==> config.mk <==
export PLATFORM = sky130hd
export DESIGN_NAME = universal_shift_register
export DESIGN_NICKNAME = d
export VERILOG_FILES = /design/src/rtl/universal_shift_register.sv
export SDC_FILE = /design/constraint.sdc
export NUM_CORES = 1
export LEC_CHECK = 0
export BUFFER_PORTS_ARGS = -buffer_cell sky130_fd_sc_hd__buf_2
export CAP_MARGIN = 20
export CELL_PAD_IN_SITES_DETAIL_PLACEMENT = 0
export CELL_PAD_IN_SITES_GLOBAL_PLACEMENT = 1
export CORE_ASPECT_RATIO = 0.9
export CORE_UTILIZATION = 38
export CTS_BUF_LIST = sky130_fd_sc_hd__clkbuf_8
export CTS_CLUSTER_DIAMETER = 40
export CTS_CLUSTER_SIZE = 12
export DETAILED_ROUTE_END_ITERATION = 8
export PLACE_DENSITY = 0.85
export SLEW_MARGIN = 30
export SYNTH_ARGS = -nofsm -noshare
export SYNTH_HDL_FRONTEND = slang
export SYNTH_SLANG_ARGS = --single-unit
==> constraint.sdc <==
create_clock -name clk -period 1.3 [get_ports clk]
set_input_delay 0.13 -clock clk [delete_from_list [all_inputs] [get_ports clk]]
set_output_delay 0.13 -clock clk [all_outputs]
set_load 0.02 [all_outputs]
==> src/rtl/universal_shift_register.sv <==
// WIDTH-bit register with parallel load and multi-step logical, rotate and arithmetic
// shifts in either direction. Commands use a start/busy/done handshake.
module universal_shift_register #(
  parameter int WIDTH = 8,
  parameter int AMT_W = 4
) (
  input  logic             clk,
  input  logic             reset,
  input  logic             start,
  input  logic [2:0]       mode,
  input  logic [AMT_W-1:0] amount,
  input  logic [WIDTH-1:0] parallel_in,
  input  logic             ser_in_lsb,
  input  logic             ser_in_msb,
  output logic [WIDTH-1:0] parallel_out,
  output logic             ser_out,
  output logic             busy,
  output logic             done
);

  localparam logic [2:0] MODE_HOLD = 3'd0;
  localparam logic [2:0] MODE_LOAD = 3'd1;
  localparam logic [2:0] MODE_SHL  = 3'd2;
  localparam logic [2:0] MODE_SHRL = 3'd3;
  localparam logic [2:0] MODE_ROL  = 3'd4;
  localparam logic [2:0] MODE_ROR  = 3'd5;
  localparam logic [2:0] MODE_SHRA = 3'd6;

  typedef enum logic {IDLE = 1'b0, SHIFT = 1'b1} state_t;

  state_t           state, state_next;
  logic [AMT_W-1:0] count, count_next;
  logic [2:0]       op, op_next;
  logic [WIDTH-1:0] data_next;
  logic             ser_next, busy_next, done_next;
  logic [WIDTH:0]   step_result;
  logic             is_shift;

  // One step of the latched operation; returns {expelled bit, new word}.
  function automatic logic [WIDTH:0] shift_step(input logic [2:0]       sel,
                                                input logic [WIDTH-1:0] q,
                                                input logic             ser,
                                                input logic             lsb_in,
                                                input logic             msb_in);
    logic [WIDTH:0] r;
    r = {ser, q};
    case (sel)
      MODE_SHL:  r = {q[WIDTH-1], q[WIDTH-2:0], lsb_in};
      MODE_SHRL: r = {q[0], msb_in, q[WIDTH-1:1]};
      MODE_ROL:  r = {q[WIDTH-1], q[WIDTH-2:0], q[WIDTH-1]};
      MODE_ROR:  r = {q[0], q[0], q[WIDTH-1:1]};
      MODE_SHRA: r = {q[0], q[WIDTH-1], q[WIDTH-1:1]};
      default:   r = {ser, q};
    endcase
    return r;
  endfunction

  assign is_shift    = (mode >= MODE_SHL) && (mode <= MODE_SHRA);
  assign step_result = shift_step(op, parallel_out, ser_out, ser_in_lsb, ser_in_msb);

  always_comb begin
    state_next = state;
    count_next = count;
    op_next    = op;
    data_next  = parallel_out;
    ser_next   = ser_out;
    busy_next  = busy;
    done_next  = 1'b0;
    case (state)
      IDLE: begin
        if (start) begin
          if (mode == MODE_LOAD) begin
            data_next = parallel_in;
            done_next = 1'b1;
          end else if (is_shift && (amount != '0)) begin
            op_next    = mode;
            count_next = amount;
            busy_next  = 1'b1;
            state_next = SHIFT;
          end else begin
            // hold, reserved, or zero-length shift: acknowledge only
            done_next = 1'b1;
          end
        end
      end
      SHIFT: begin
        data_next  = step_result[WIDTH-1:0];
        ser_next   = step_result[WIDTH];
        count_next = count - AMT_W'(1);
        if (count == AMT_W'(1)) begin
          state_next = IDLE;
          busy_next  = 1'b0;
          done_next  = 1'b1;
        end
      end
    endcase
  end

  always_ff @(posedge clk or posedge reset) begin
    if (reset) begin
      state        <= IDLE;
      count        <= '0;
      op           <= MODE_HOLD;
      parallel_out <= '0;
      ser_out      <= 1'b0;
      busy         <= 1'b0;
      done         <= 1'b0;
    end else begin
      state        <= state_next;
      count        <= count_next;
      op           <= op_next;
      parallel_out <= data_next;
      ser_out      <= ser_next;
      busy         <= busy_next;
      done         <= done_next;
    end
  end

endmodule

# Word level (Yosys, flattened, before mapping)
# Index checks and enable logic that the tools add are counted.
# Widths: inputs -> output; s select.
# classes
n_addsub,1
magnitude_cmp,2
eq_ne,15
muxes,23
n_bitwise,2
n_reduce_logical,10
# ops
operator,count
$pmux 9 s5,1
$mux 8,2
$pmux 8 s2,1
$mux 1,12
$mux 4,3
$reduce_and 4->1,3
$ne 2x2->1 const B,5
$eq 3x3->1 const B,3
$pmux 4 s2,1
$eq 3x2->1 const B,2
$ne 6x1->1 const B,1
$pmux 1 s2,3
$reduce_and 3->1,2
$ne 5x1->1 const B,1
$reduce_bool 5->1,1
$eq 4x1->1 const B,1
$reduce_bool 4->1,1
$sub 4x1->4 const B,1
$eq 3x1->1 const B,1
$ge 3x2->1 const B,1
$le 3x3->1 const B,1
$logic_and 1x1->1,2
$ne 2x1->1 const B,1
$not 1->1,2
$reduce_and 2->1,1
# totals
regBits,19
in_bits,20
word_cells,61

# Longest topological paths before layout
# Gate-level depths: netlist of the first run.
# depth
word_depth,7
depth_mapped,6

# Worst setup path after synthesis of the first run
# Ideal clock, no wire load.
# synth_timing
path_type,reg2reg
from,reg state
to,reg op[0]
setup_time_ns,0.125
arrival_time_ns,1.276
path_slack_ns,-0.101
stages_incl_launch_ff,4
path_buffers,0
period_less_slack_ns,1.401
path_cell_list,dfrtp_1 -> nand2b_4 -> nor4_4 -> mux2_2
# synth_via
elab_chain_cells,2
# synth_rtl
element,line,rtl
from (decl),31,"state_t state, state_next;"
from (signal assigned),109,state <= state_next;
$not 1->1 (no source line),-,
$reduce_and 4->1 (no source line),-,
to (signal assigned),111,op <= op_next;
to (decl),33,"logic [2:0] op, op_next;"
# Every way passes these cells.
# A chain may end at the register's enable or synchronous reset.

# Worst setup path in the final report of the first run
# layout_timing
from,reg op[1]
to,reg parallel_out[5]
# layout_via
elab_chain_cells,3
# layout_rtl
element,line,rtl
$eq 3x3->1 or $eq 3x2->1 (tied branches),47,case (sel)
$pmux 9 s5 or $ne 6x1->1 (tied branches),-,
$pmux 8 s2 or $reduce_and 3->1 (tied branches),-,
to (signal assigned),112,parallel_out <= data_next;
to (decl),15,"output logic [WIDTH-1:0] parallel_out,"
# Parallel ways exist; a longest one is shown, timed or not.

==> impl_metrics.sql, run 1 <==
INSERT INTO impl_metrics (metric_group, metric, value, unit) VALUES
('synthesis', 'yosysTopAreaCellShare', '0.357', ''),
('finish', 'finish.cell_count_without_fillers', '239', ''),
('outcome', 'failed_checks', 'negative setup slack', ''),
('timing', 'timing_hold_violations_final', '0', ''),
('finish', 'final_layout_size_suffix_gt1_frac', '0.472', ''),
('setup_path', 'critical_path.endpoint_type', 'flop', ''),
('floorplan', 'total_die_area', '3740', 'sq um'),
('power', 'fraction_of_power_consumed_by_the_clock_network', '0.081', ''),
('setup_path', 'worst-setup-path-type', 'reg -> reg', ''),
('finish', 'finalNetCount', '218', ''),
('global_routing', 'grt_first_pass_wirelength', '6150', 'um'),
('flow_run', 'max_cap_violations', '0', ''),
('floorplan', 'fp.coreArea', '3350', 'sq um'),
('timing', 'max_clock_freq', '0.683', 'GHz'),
('routing', 'dr_wl_met2', '1820', 'um'),
('setup_path', 'timing.critical_path.required', '1.45', 'ns'),
('power', 'power_report.internal_total', '2.90', 'mW'),
('routing', 'route.final.wire_length', '3860', 'um'),
('timing', 'finClkSkew', '0.00546', 'ns'),
('routing', 'drtPass1Iterations', '4', ''),
('power', 'powerDensity', '2790', 'nW/um^2'),
('synthesis', 'synthArstFlopShare', '1.00', ''),
('routing', 'post-route-drc-count', '0', ''),
('power', 'sw_frac_of_total', '0.448', ''),
('synthesis', 'synthDominantAreaCellType', 'sky130_fd_sc_hd__dfrtp_1', ''),
('hold_path', 'worst_hold_launch', 'amount[3]', ''),
('global_routing', 'via_count_of_the_first_global_routing_pass', '1247', ''),
('synthesis', 'number_of_synthesis_warnings', '0', ''),
('timing', 'setup_viol', '9', ''),
('floorplan', 'initial_utilization', '0.397', ''),
('synthesis', 'synthMostInstantiatedCell', 'sky130_fd_sc_hd__dfrtp_1', ''),
('place', 'detailed_place_hpwl', '2770', 'um'),
('setup_path', 'timing.critical_path.slowest_cell_delay', '0.44', 'ns'),
('floorplan', 'die_width', '64.4', 'um'),
('setup_path', 'critical_path.cell_chain', 'buf_6 > maj3_4 > o22ai_2 > a211oi_2 > o22a_1', ''),
('power', 'sequentialPowerShare', '0.246', ''),
('setup_path', 'cpMaxStageDelayCell', 'sky130_fd_sc_hd__dfrtp_1', ''),
('routing', 'routed.top_layer', 'met4', ''),
('timing', 'period_needed', '1.46', 'ns'),
('outcome', 'run_status', 'finished with violations', ''),
('setup_path', 'timing.critical_path.arrival', '1.62', 'ns'),
('timing', 'maxSlewHeadroom', '0.726', ''),
('setup_path', 'worst-r2r-setup-slack', '-0.16', 'ns'),
('power', 'power.combinational.fraction', '0.673', ''),
('timing', 'setup_repair_after_global_routing_missed_its_margin', 'true', ''),
('finish', 'n_antenna_cell', '0', ''),
('clock_tree', 'cts-buffers-inserted', '3', ''),
('global_routing', 'largest_net_degree_at_the_start_of_global_routing', '20', ''),
('routing', 'wl_met1', '1870', 'um'),
('synthesis', 'synth_edf_count', '0', ''),
('setup_path', 'critical_path.max_fanout', '6', ''),
('synthesis', 'ys_top_cells_by_count', 'sky130_fd_sc_hd__dfrtp_1 (19), sky130_fd_sc_hd__nor2_1 (11), sky130_fd_sc_hd__o2bb2ai_1 (9)', ''),
('floorplan', 'io_pins', '31', ''),
('hold_path', 'min-delay-path-class', 'in -> reg', ''),
('clock_tree', 'num_clock_sinks', '19', ''),
('clock_tree', 'worst_setup_hold_path_clk_slew', '0.08', 'ns'),
('setup_path', 'regToRegStartpoint', 'op[1]$_DFFE_PP0P_', ''),
('synthesis', 'post_synth_instance_area', '1330', 'sq um'),
('synthesis', 'synth.avg_cell_area', '9.78', 'sq um'),
('timing', 'final_max_slew_viol_count', '0', ''),
('global_routing', 'grt-ovfl-total', '0', ''),
('synthesis', 'post_synth_inst_count', '136', ''),
('hold_path', 'worst_hold_path.endpoint', 'count[3]$_DFFE_PP0P_', ''),
('finish', 'flow.area_growth_from_synthesis', '41.5', '%'),
('timing', 'setup_slack_after_layout', '-0.165', 'ns'),
('place', 'routabilityCongestion', '1.03', ''),
('clock_tree', 'clkLatencyLatePin', '0.26', 'ns'),
('clock_tree', 'max-clock-path-buffers', '2', ''),
('global_routing', 'gr_util_all_layers', '0.217', ''),
('timing', 'finalHoldWorstSlack', '0.110', 'ns'),
('hold_path', 'holdPathStages', '3', '');
cell type report:
class | instances | area [sq um]
Clock inverter | 1 | 3.75
Clock buffer | 3 | 41.3
Timing Repair Buffer | 63 | 432
Multi-Input combinational cell | 103 | 850
Inverter | 6 | 22.5
Sequential cell | 19 | 478
Fill cell | 329 | 1470
Tap cell | 44 | 55.1
how the worst max path moves through the flow:
stage | endpoint | slack (ns) | cells after the start
6_report | parallel_out[5]$_DFFE_PP0P_ | -0.16 | 5
5_1_grt | parallel_out[7]$_DFFE_PP0P_ | -0.23 | 5
4_1_cts | parallel_out[7]$_DFFE_PP0P_ | -0.17 | 5
3_5_place_dp | parallel_out[2]$_DFFE_PP0P_ | -0.22 | 5
3_3_place_gp | parallel_out[5]$_DFFE_PP0P_ | -0.18 | 4
2_1_floorplan | parallel_out[0]$_DFFE_PP0P_ | -0.08 | 5
logic make-up after synthesis:
family | synth area share
XOR/XNOR | 0.00659
buffers and inverters | 0.0630
flip-flops | 0.357
AO/OA/AOI/OAI | 0.296
adder cells (fa/ha/maj) | 0.0273
multiplexers | 0.0630
AND/OR/NAND/NOR | 0.186
power groups by stage:
stage	logic, mW	clock network (mW)	registers [mW]
after floorplan	2.01	0	1.37
after global placement	3.01	0	1.24
after detailed placement	3.12	0	1.26
after CTS	3.29	0.435	1.26
after global routing	3.82	0.453	1.32
final	3.53	0.423	1.29
repair_timing:
item,CTS,global route
resized for setup,8,15
setup endpoints to repair,15,15
endpoints found under the hold margin,19,0
buffers inserted,4,1
hold buffers,1,0
pin swaps,14,7
layer usage:
layer | global-route usage | vias up
li1 | - | 651
met1 | 0.319 | 693
met2 | 0.337 | 28
met3 | 0.0138 | 5
met4 | 0.0762 | 0
met5 | 0 | -
sequential cells by signal (all words and copies together) (netlist names):
signal / cells
busy: 1
count: 4
done: 1
op: 3
parallel_out: 8
ser_out: 1
state: 1
placed cells by master (no fill, tap or decap), drive strengths merged, types with 2 or more instances in the layout:
cell	Yosys	layout
dfrtp	19	19
nand3	2	2
ha	2	2
nor3b	2	2
a21o	2	2
o2bb2ai	9	9
a21oi	5	5
o21ai	6	6
a221o	2	2
nand2b	2	2
nand2	6	6
nor4	3	3
mux2i	5	5
a31oi	4	4
nor3	4	4
o21a	2	2
a211oi	5	5
o22ai	5	5
inv	6	7
buf	7	62
nor2b	3	3
mux2	3	3
clkbuf	1	3
nor2	11	11
o22a	5	5
worst max-delay path, delay by kind of cell (launching register included):
family	cells	cell delay, ns
AO/OA/AOI/OAI	3	0.38
adder cells (fa/ha/maj)	1	0.39
buffers and inverters	1	0.15
flip-flops	1	0.44
stage by stage:
step	util	total power, mW	instance area, sq um	setup slack, ns	TNS [ns]
2_1_floorplan	-	3.38	1350	-0.0845	-0.702
3_3_place_gp	0.508	4.25	1700	-0.177	-1.69
3_5_place_dp	0.508	4.38	1700	-0.222	-2.40
4_1_cts	0.542	4.98	1820	-0.169	-1.36
5_1_grt	0.561	5.60	1880	-0.231	-1.80
6_report	0.561	5.24	1880	-0.165	-1.26
Power figures use the tool's default switching activity.
==> inputs of run 2 (changes only) <==
Settings changed: PLACE_DENSITY 0.85 to unset, PLACE_DENSITY_LB_ADDON set to 0.1.
==> impl_metrics.sql, run 2 (same netlist as run 1, synthesis figures left out) <==
INSERT INTO impl_metrics (metric_group, metric, value, unit) VALUES
('setup_path', 'worst-setup-path-type', 'reg -> reg', ''),
('global_routing', 'via_count_of_the_first_global_routing_pass', '1360', ''),
('finish', 'largest_register', 'parallel_out', ''),
('clock_tree', 'cts_max_level', '1', ''),
('setup_path', 'worst_setup_path_start_kind', 'flop', ''),
('power', 'powerDensity', '2820', 'nW/um^2'),
('routing', 'drtPass1Iterations', '5', ''),
('flow_run', 'max_cap_violations', '0', ''),
('finish', 'layout_common_cells', 'sky130_fd_sc_hd__buf_2 (30), sky130_fd_sc_hd__buf_4 (25), sky130_fd_sc_hd__dfrtp_1 (16), sky130_fd_sc_hd__nor2_1 (10), sky130_fd_sc_hd__o2bb2ai_1 (9)', ''),
('routing', 'route.detailed.vias_per_inst', '5.64', ''),
('routing', 'post-route-drc-count', '0', ''),
('clock_tree', 'cts-buffers-inserted', '3', ''),
('floorplan', 'total_die_area', '3740', 'sq um'),
('timing', 'setup_slack_after_layout', '-0.166', 'ns'),
('outcome', 'failed_checks', 'negative setup slack', ''),
('timing', 'final_max_slew_viol_count', '0', ''),
('power', 'fraction_of_power_consumed_by_the_clock_network', '0.081', ''),
('power', 'sequentialPowerShare', '0.245', ''),
('finish', 'reg_top3', 'parallel_out: 8 flops, count: 4 flops, op: 3 flops', ''),
('power', 'power.combinational.fraction', '0.673', ''),
('timing', 'finClkSkew', '0.00335', 'ns'),
('floorplan', 'die_width', '64.4', 'um'),
('setup_path', 'critical_path.startpoint', 'op[0]$_DFFE_PP0P_', ''),
('floorplan', 'fp.coreArea', '3350', 'sq um'),
('timing', 'share_of_the_clock_period_used_by_the_worst_path_after_layout', '1.13', ''),
('routing', 'dr_wl_met2', '1820', 'um'),
('setup_path', 'regToRegStartpoint', 'op[0]$_DFFE_PP0P_', ''),
('finish', 'layout.cells.most_common', 'sky130_fd_sc_hd__buf_2', ''),
('place', 'routabilityCongestion', '0.881', ''),
('clock_tree', 'worst_setup_hold_path_clk_slew', '0.08', 'ns'),
('routing', 'route.final.wire_length', '3880', 'um'),
('power', 'worst_ir_drop_vdd', '0.00115', 'V'),
('finish', 'flow.area_growth_from_synthesis', '42.7', '%'),
('floorplan', 'die_h', '58.1', 'um'),
('timing', 'period_needed', '1.47', 'ns'),
('power', 'power.switching', '2.37', 'mW'),
('setup_path', 'rr_endpoint', 'parallel_out[1]$_DFFE_PP0P_', ''),
('timing', 'maxSlewHeadroom', '0.783', ''),
('global_routing', 'gr_util_all_layers', '0.228', ''),
('timing', 'setup_repair_after_global_routing_missed_its_margin', 'true', ''),
('power', 'sw_frac_of_total', '0.442', ''),
('place', 'detailed_place.area', '1710', 'sq um'),
('place', 'port-buffer-count', '30', ''),
('setup_path', 'critical_path.max_fanout', '8', ''),
('routing', 'routed.top_layer', 'met4', ''),
('power', 'power.total', '5.35', 'mW'),
('floorplan', 'io_pins', '31', ''),
('global_routing', 'largest_net_degree_at_the_start_of_global_routing', '20', ''),
('global_routing', 'antenna_violations_before_repair', '0', ''),
('timing', 'worstMarginPinSlew', '0.325', 'ns'),
('finish', 'final_layout_size_suffix_gt1_frac', '0.467', ''),
('timing', 'max_clock_freq', '0.682', 'GHz'),
('setup_path', 'timing.critical_path.required', '1.50', 'ns'),
('finish', 'finalNetCount', '220', ''),
('hold_path', 'worst_hold_path.endpoint', 'count[3]$_DFFE_PP0P_', ''),
('hold_path', 'worst_hold_launch', 'amount[3]', ''),
('power', 'power_leakage', '0.847', 'nW'),
('routing', 'num_vias', '1359', ''),
('place', 'placed_cell_count', '230', ''),
('clock_tree', 'max-clock-path-buffers', '2', ''),
('power', 'power_report.internal_total', '2.99', 'mW'),
('timing', 'setup_viol', '9', ''),
('outcome', 'run_status', 'finished with violations', ''),
('clock_tree', 'tritoncts_clock_tree', 'yes', ''),
('timing', 'finalHoldWorstSlack', '0.113', 'ns'),
('setup_path', 'worst_r2r_path_depth', '4', ''),
('timing', 'finalSetupTns', '-0.948', 'ns'),
('routing', 'drt_iter0_markers', '98', ''),
('clock_tree', 'clkLatencyLatePin', '0.26', 'ns'),
('global_routing', 'grt-ovfl-total', '0', ''),
('routing', 'final_antenna_violating_net_count', '0', ''),
('setup_path', 'critical_path.endpoint_type', 'flop', ''),
('setup_path', 'timing.critical_path.arrival', '1.67', 'ns'),
('place', 'detailed_place_hpwl', '2780', 'um'),
('finish', 'utilization', '0.566', ''),
('clock_tree', 'clock-root-buffer', 'sky130_fd_sc_hd__clkbuf_8', ''),
('setup_path', 'worst-r2r-setup-slack', '-0.17', 'ns'),
('routing', 'wl_met1', '1840', 'um'),
('routing', 'met3_length', '197', 'um'),
('floorplan', 'initial_utilization', '0.397', ''),
('finish', 'largest_register_ff_count', '8', ''),
('routing', 'routed_wire_length_per_instance', '16.1', 'um'),
('hold_path', 'min-delay-path-class', 'in -> reg', ''),
('finish', 'finish.cell_count_without_fillers', '241', ''),
('finish', 'n_antenna_cell', '0', ''),
('place', 'placement.setup.worst_slack', '-0.243', 'ns'),
('global_routing', 'grt_first_pass_wirelength', '6530', 'um'),
('timing', 'timing_hold_violations_final', '0', ''),
('floorplan', 'std_cell_rows', '20', ''),
('hold_path', 'holdPathStages', '3', ''),
('clock_tree', 'num_clock_sinks', '19', ''),
('finish', 'area_of_all_placed_cells_without_fillers', '1900', 'sq um');
-- run 2: cell types whose count changed in the layout (fill, tap and decap cells not counted), sizes merged --
cell,change
clkinvlp,+1
inv,-1
buf,+2
-- run 2: worst max-delay path by stage --
stage / slack, ns / depth (start not counted) / to
final: -0.17 / 4 / parallel_out[1]$_DFFE_PP0P_
after global routing: -0.19 / 5 / parallel_out[7]$_DFFE_PP0P_
after global placement: -0.18 / 5 / parallel_out[2]$_DFFE_PP0P_
after floorplan: -0.08 / 5 / parallel_out[0]$_DFFE_PP0P_
after detailed placement: -0.24 / 5 / parallel_out[2]$_DFFE_PP0P_
after CTS: -0.13 / 5 / parallel_out[1]$_DFFE_PP0P_
-- run 2: timing repair --
item                                    CTS  global route
endpoints found under the hold margin    19             0
cloned                                    0             0
hold buffers                              1             0
resized for setup                        18             6
endpoints found under the setup margin   11            12
buffers inserted                          6             0
pin swaps                                12             7
-- run 2: power by group through the flow --
stage	Combinational, mW	Clock (mW)	Sequential (mW)
floorplan	2.01	0	1.37
global placement	3.05	0	1.25
detailed placement	3.10	0	1.28
CTS	3.49	0.449	1.30
global route	3.91	0.469	1.35
finish	3.61	0.436	1.31
-- run 2: worst max-delay path: stages, from the launching register on --
cell and delay [ns]:
sky130_fd_sc_hd__dfrtp_2 0.49, sky130_fd_sc_hd__nor3b_1 0.16, sky130_fd_sc_hd__a21o_1 0.19, sky130_fd_sc_hd__a2111oi_2 0.38, sky130_fd_sc_hd__o22a_1 0.18
-- run 2: layout make-up --
cell class / instances / area (sq um)
multi-input combinational: 103 / 835
tap: 44 / 55.1
timing repair buffer: 65 / 458
inverter: 6 / 22.5
fill: 315 / 1460
sequential: 19 / 479
clock inverter: 1 / 7.51
clock buffer: 3 / 41.3
-- run 2: layer usage --
layer	track usage	vias to the layer above
met5	0	-
met4	0.0571	0
met3	0.0374	2
met2	0.362	40
met1	0.324	667
li1	-	650
==> inputs of run 3 (changes only) <==
Settings changed: CELL_PAD_IN_SITES_DETAIL_PLACEMENT 0 to unset, CELL_PAD_IN_SITES_GLOBAL_PLACEMENT 1 to unset, CORE_UTILIZATION 38 to 40, PLACE_DENSITY_LB_ADDON 0.1 to unset.
==> impl_metrics.sql, run 3 (same netlist as run 1, synthesis figures left out) <==
INSERT INTO impl_metrics (metric_group, metric, value, unit) VALUES
('routing', 'drt_iter0_markers', '68', ''),
('clock_tree', 'clock-root-buffer', 'sky130_fd_sc_hd__clkbuf_8', ''),
('timing', 'setup_viol', '10', ''),
('clock_tree', 'cts-buffers-inserted', '3', ''),
('timing', 'setup_repair_after_global_routing_missed_its_margin', 'true', ''),
('hold_path', 'min-delay-path-class', 'in -> reg', ''),
('routing', 'final_antenna_violating_net_count', '0', ''),
('floorplan', 'io_pins', '31', ''),
('setup_path', 'critical_path.endpoint_type', 'flop', ''),
('timing', 'timing_hold_violations_final', '0', ''),
('routing', 'route.detailed.vias_per_inst', '5.81', ''),
('finish', 'largest_register', 'parallel_out', ''),
('place', 'routabilityCongestion', '0.903', ''),
('clock_tree', 'tritoncts_clock_tree', 'yes', ''),
('finish', 'finish.cell_count_without_fillers', '232', ''),
('routing', 'routed_wire_length_per_instance', '17.1', 'um'),
('place', 'detailed_place.area', '1700', 'sq um'),
('floorplan', 'total_die_area', '3560', 'sq um'),
('setup_path', 'worst-setup-path-type', 'reg -> reg', ''),
('power', 'power_leakage', '0.829', 'nW'),
('finish', 'n_antenna_cell', '0', ''),
('global_routing', 'via_count_of_the_first_global_routing_pass', '1296', ''),
('place', 'placed_cell_count', '223', ''),
('power', 'powerDensity', '2800', 'nW/um^2'),
('outcome', 'run_status', 'finished with violations', ''),
('finish', 'area_of_all_placed_cells_without_fillers', '1880', 'sq um'),
('finish', 'layout_common_cells', 'sky130_fd_sc_hd__buf_2 (30), sky130_fd_sc_hd__buf_4 (20), sky130_fd_sc_hd__dfrtp_1 (16), sky130_fd_sc_hd__nor2_1 (10), sky130_fd_sc_hd__o2bb2ai_1 (8)', ''),
('timing', 'final_max_slew_viol_count', '0', ''),
('power', 'worst_ir_drop_vdd', '0.00124', 'V'),
('clock_tree', 'worst_setup_hold_path_clk_slew', '0.08', 'ns'),
('finish', 'layout.cells.most_common', 'sky130_fd_sc_hd__buf_2', ''),
('timing', 'worstMarginPinSlew', '0.423', 'ns'),
('setup_path', 'cpMaxStageDelayCell', 'sky130_fd_sc_hd__dfrtp_2', ''),
('timing', 'setup_slack_after_layout', '-0.183', 'ns'),
('place', 'port-buffer-count', '30', ''),
('floorplan', 'initial_utilization', '0.427', ''),
('setup_path', 'worst_setup_path_start_kind', 'flop', ''),
('finish', 'final_layout_size_suffix_gt1_frac', '0.458', ''),
('setup_path', 'timing.critical_path.slowest_cell_delay', '0.47', 'ns'),
('routing', 'route.final.wire_length', '3980', 'um'),
('floorplan', 'std_cell_rows', '19', ''),
('floorplan', 'die_width', '62.8', 'um'),
('timing', 'max_clock_freq', '0.674', 'GHz'),
('global_routing', 'gr_util_all_layers', '0.232', ''),
('global_routing', 'grt-ovfl-total', '0', ''),
('outcome', 'failed_checks', 'negative setup slack', ''),
('finish', 'flow.area_growth_from_synthesis', '41.7', '%'),
('setup_path', 'timing.critical_path.required', '1.45', 'ns'),
('floorplan', 'fp.coreArea', '3110', 'sq um'),
('place', 'detailed_place_hpwl', '2610', 'um'),
('timing', 'share_of_the_clock_period_used_by_the_worst_path_after_layout', '1.14', ''),
('clock_tree', 'clkLatencyLatePin', '0.25', 'ns'),
('setup_path', 'worst_r2r_path_depth', '5', ''),
('floorplan', 'die_h', '56.7', 'um'),
('routing', 'num_vias', '1348', ''),
('finish', 'largest_register_ff_count', '8', ''),
('flow_run', 'max_cap_violations', '0', ''),
('finish', 'reg_top3', 'parallel_out: 8 flops, count: 4 flops, op: 3 flops', ''),
('clock_tree', 'num_clock_sinks', '19', ''),
('global_routing', 'grt_first_pass_wirelength', '6380', 'um'),
('hold_path', 'holdPathStages', '3', ''),
('finish', 'finalNetCount', '213', ''),
('timing', 'finClkSkew', '0.00189', 'ns'),
('clock_tree', 'max-clock-path-buffers', '2', ''),
('timing', 'maxSlewHeadroom', '0.717', ''),
('global_routing', 'antenna_violations_before_repair', '0', ''),
('setup_path', 'timing.critical_path.arrival', '1.63', 'ns'),
('routing', 'post-route-drc-count', '0', ''),
('setup_path', 'critical_path.cell_chain', 'buf_6 > maj3_2 > o2bb2ai_2 > a211oi_2 > o22a_1', ''),
('global_routing', 'largest_net_degree_at_the_start_of_global_routing', '20', ''),
('setup_path', 'critical_path.max_fanout', '6', ''),
('timing', 'period_needed', '1.48', 'ns'),
('clock_tree', 'cts_max_level', '1', ''),
('routing', 'drtPass1Iterations', '4', '');
==> run 3: cell count changes in the layout (fill, tap and decap cells not counted), moves of 2 or more <==
cell / change
sky130_fd_sc_hd__buf_4: -5
sky130_fd_sc_hd__buf_6: -4
sky130_fd_sc_hd__nor3b_1: -2
sky130_fd_sc_hd__nor3b_2: +2
sky130_fd_sc_hd__buf_12: +2
==> run 3: per-layer routing <==
layer	GRT usage	up-vias	routed length, um
li1	-	636	-
met1	0.337	666	1890
met2	0.345	44	1840
met3	0.0447	2	213
met4	0.0731	0	29
met5	0	-	0
==> run 3: final timing paths <==
check                                        from                           to  slack [ns]
min in group asynchronous                   reset  parallel_out[5]$_DFFE_PP0P_        0.44
worst min register to register   busy$_DFFE_PP0P_             busy$_DFFE_PP0P_        0.47
max in group asynchronous                   reset            op[1]$_DFFE_PP0P_        0.63
worst max register to register  op[0]$_DFFE_PP0P_  parallel_out[2]$_DFFE_PP0P_       -0.18
worst max-delay path            op[0]$_DFFE_PP0P_  parallel_out[2]$_DFFE_PP0P_       -0.18
worst min-delay path                    amount[2]         count[2]$_DFFE_PP0P_        0.13
==> run 3: area by class of cell <==
class | instances | area, sq um
fillers | 270 | 1230
flip-flops and latches | 19 | 479
well taps | 42 | 52.6
clock inverters | 1 | 3.75
clock buffers | 3 | 41.3
repair buffers | 58 | 415
inverters | 6 | 22.5
multi-input cells | 103 | 870
==> run 3: what timing repair did <==
item / in CTS / in global routing
hold buffers: 1 / 0
endpoints found under the hold margin: 19 / 0
pin swaps: 19 / 6
endpoints found under the setup margin: 13 / 14
gates cloned: 1 / 0
gates resized for setup: 10 / 17
buffers inserted: 4 / 1
==> run 3: power by group <==
group	internal [mW]	switching [mW]	leakage (nW)	total [mW]
clock	0.210	0.208	0.0269	0.418
combinational	1.78	1.79	0.586	3.57
sequential	0.906	0.383	0.216	1.29
==> run 3: critical path: cells and delay by family, from the launching register on <==
kind,cells,cell delay [ns]
buf+inv,1,0.13
fa+ha+maj,1,0.38
compound gates,3,0.39
flops,1,0.47
==> run 3: metrics by stage <==
step | power [mW] | worst slack, ns | util | hold WS, ns | setup TNS, ns
after floorplan | 3.38 | -0.0845 | - | 0.0811 | -0.702
after global placement | 4.22 | -0.151 | 0.544 | 0.170 | -1.23
after detailed placement | 4.31 | -0.190 | 0.544 | 0.176 | -1.56
after CTS | 5.05 | -0.145 | 0.590 | 0.126 | -1.15
after global routing | 5.65 | -0.223 | 0.605 | 0.151 | -1.80
final | 5.28 | -0.183 | 0.605 | 0.131 | -1.33
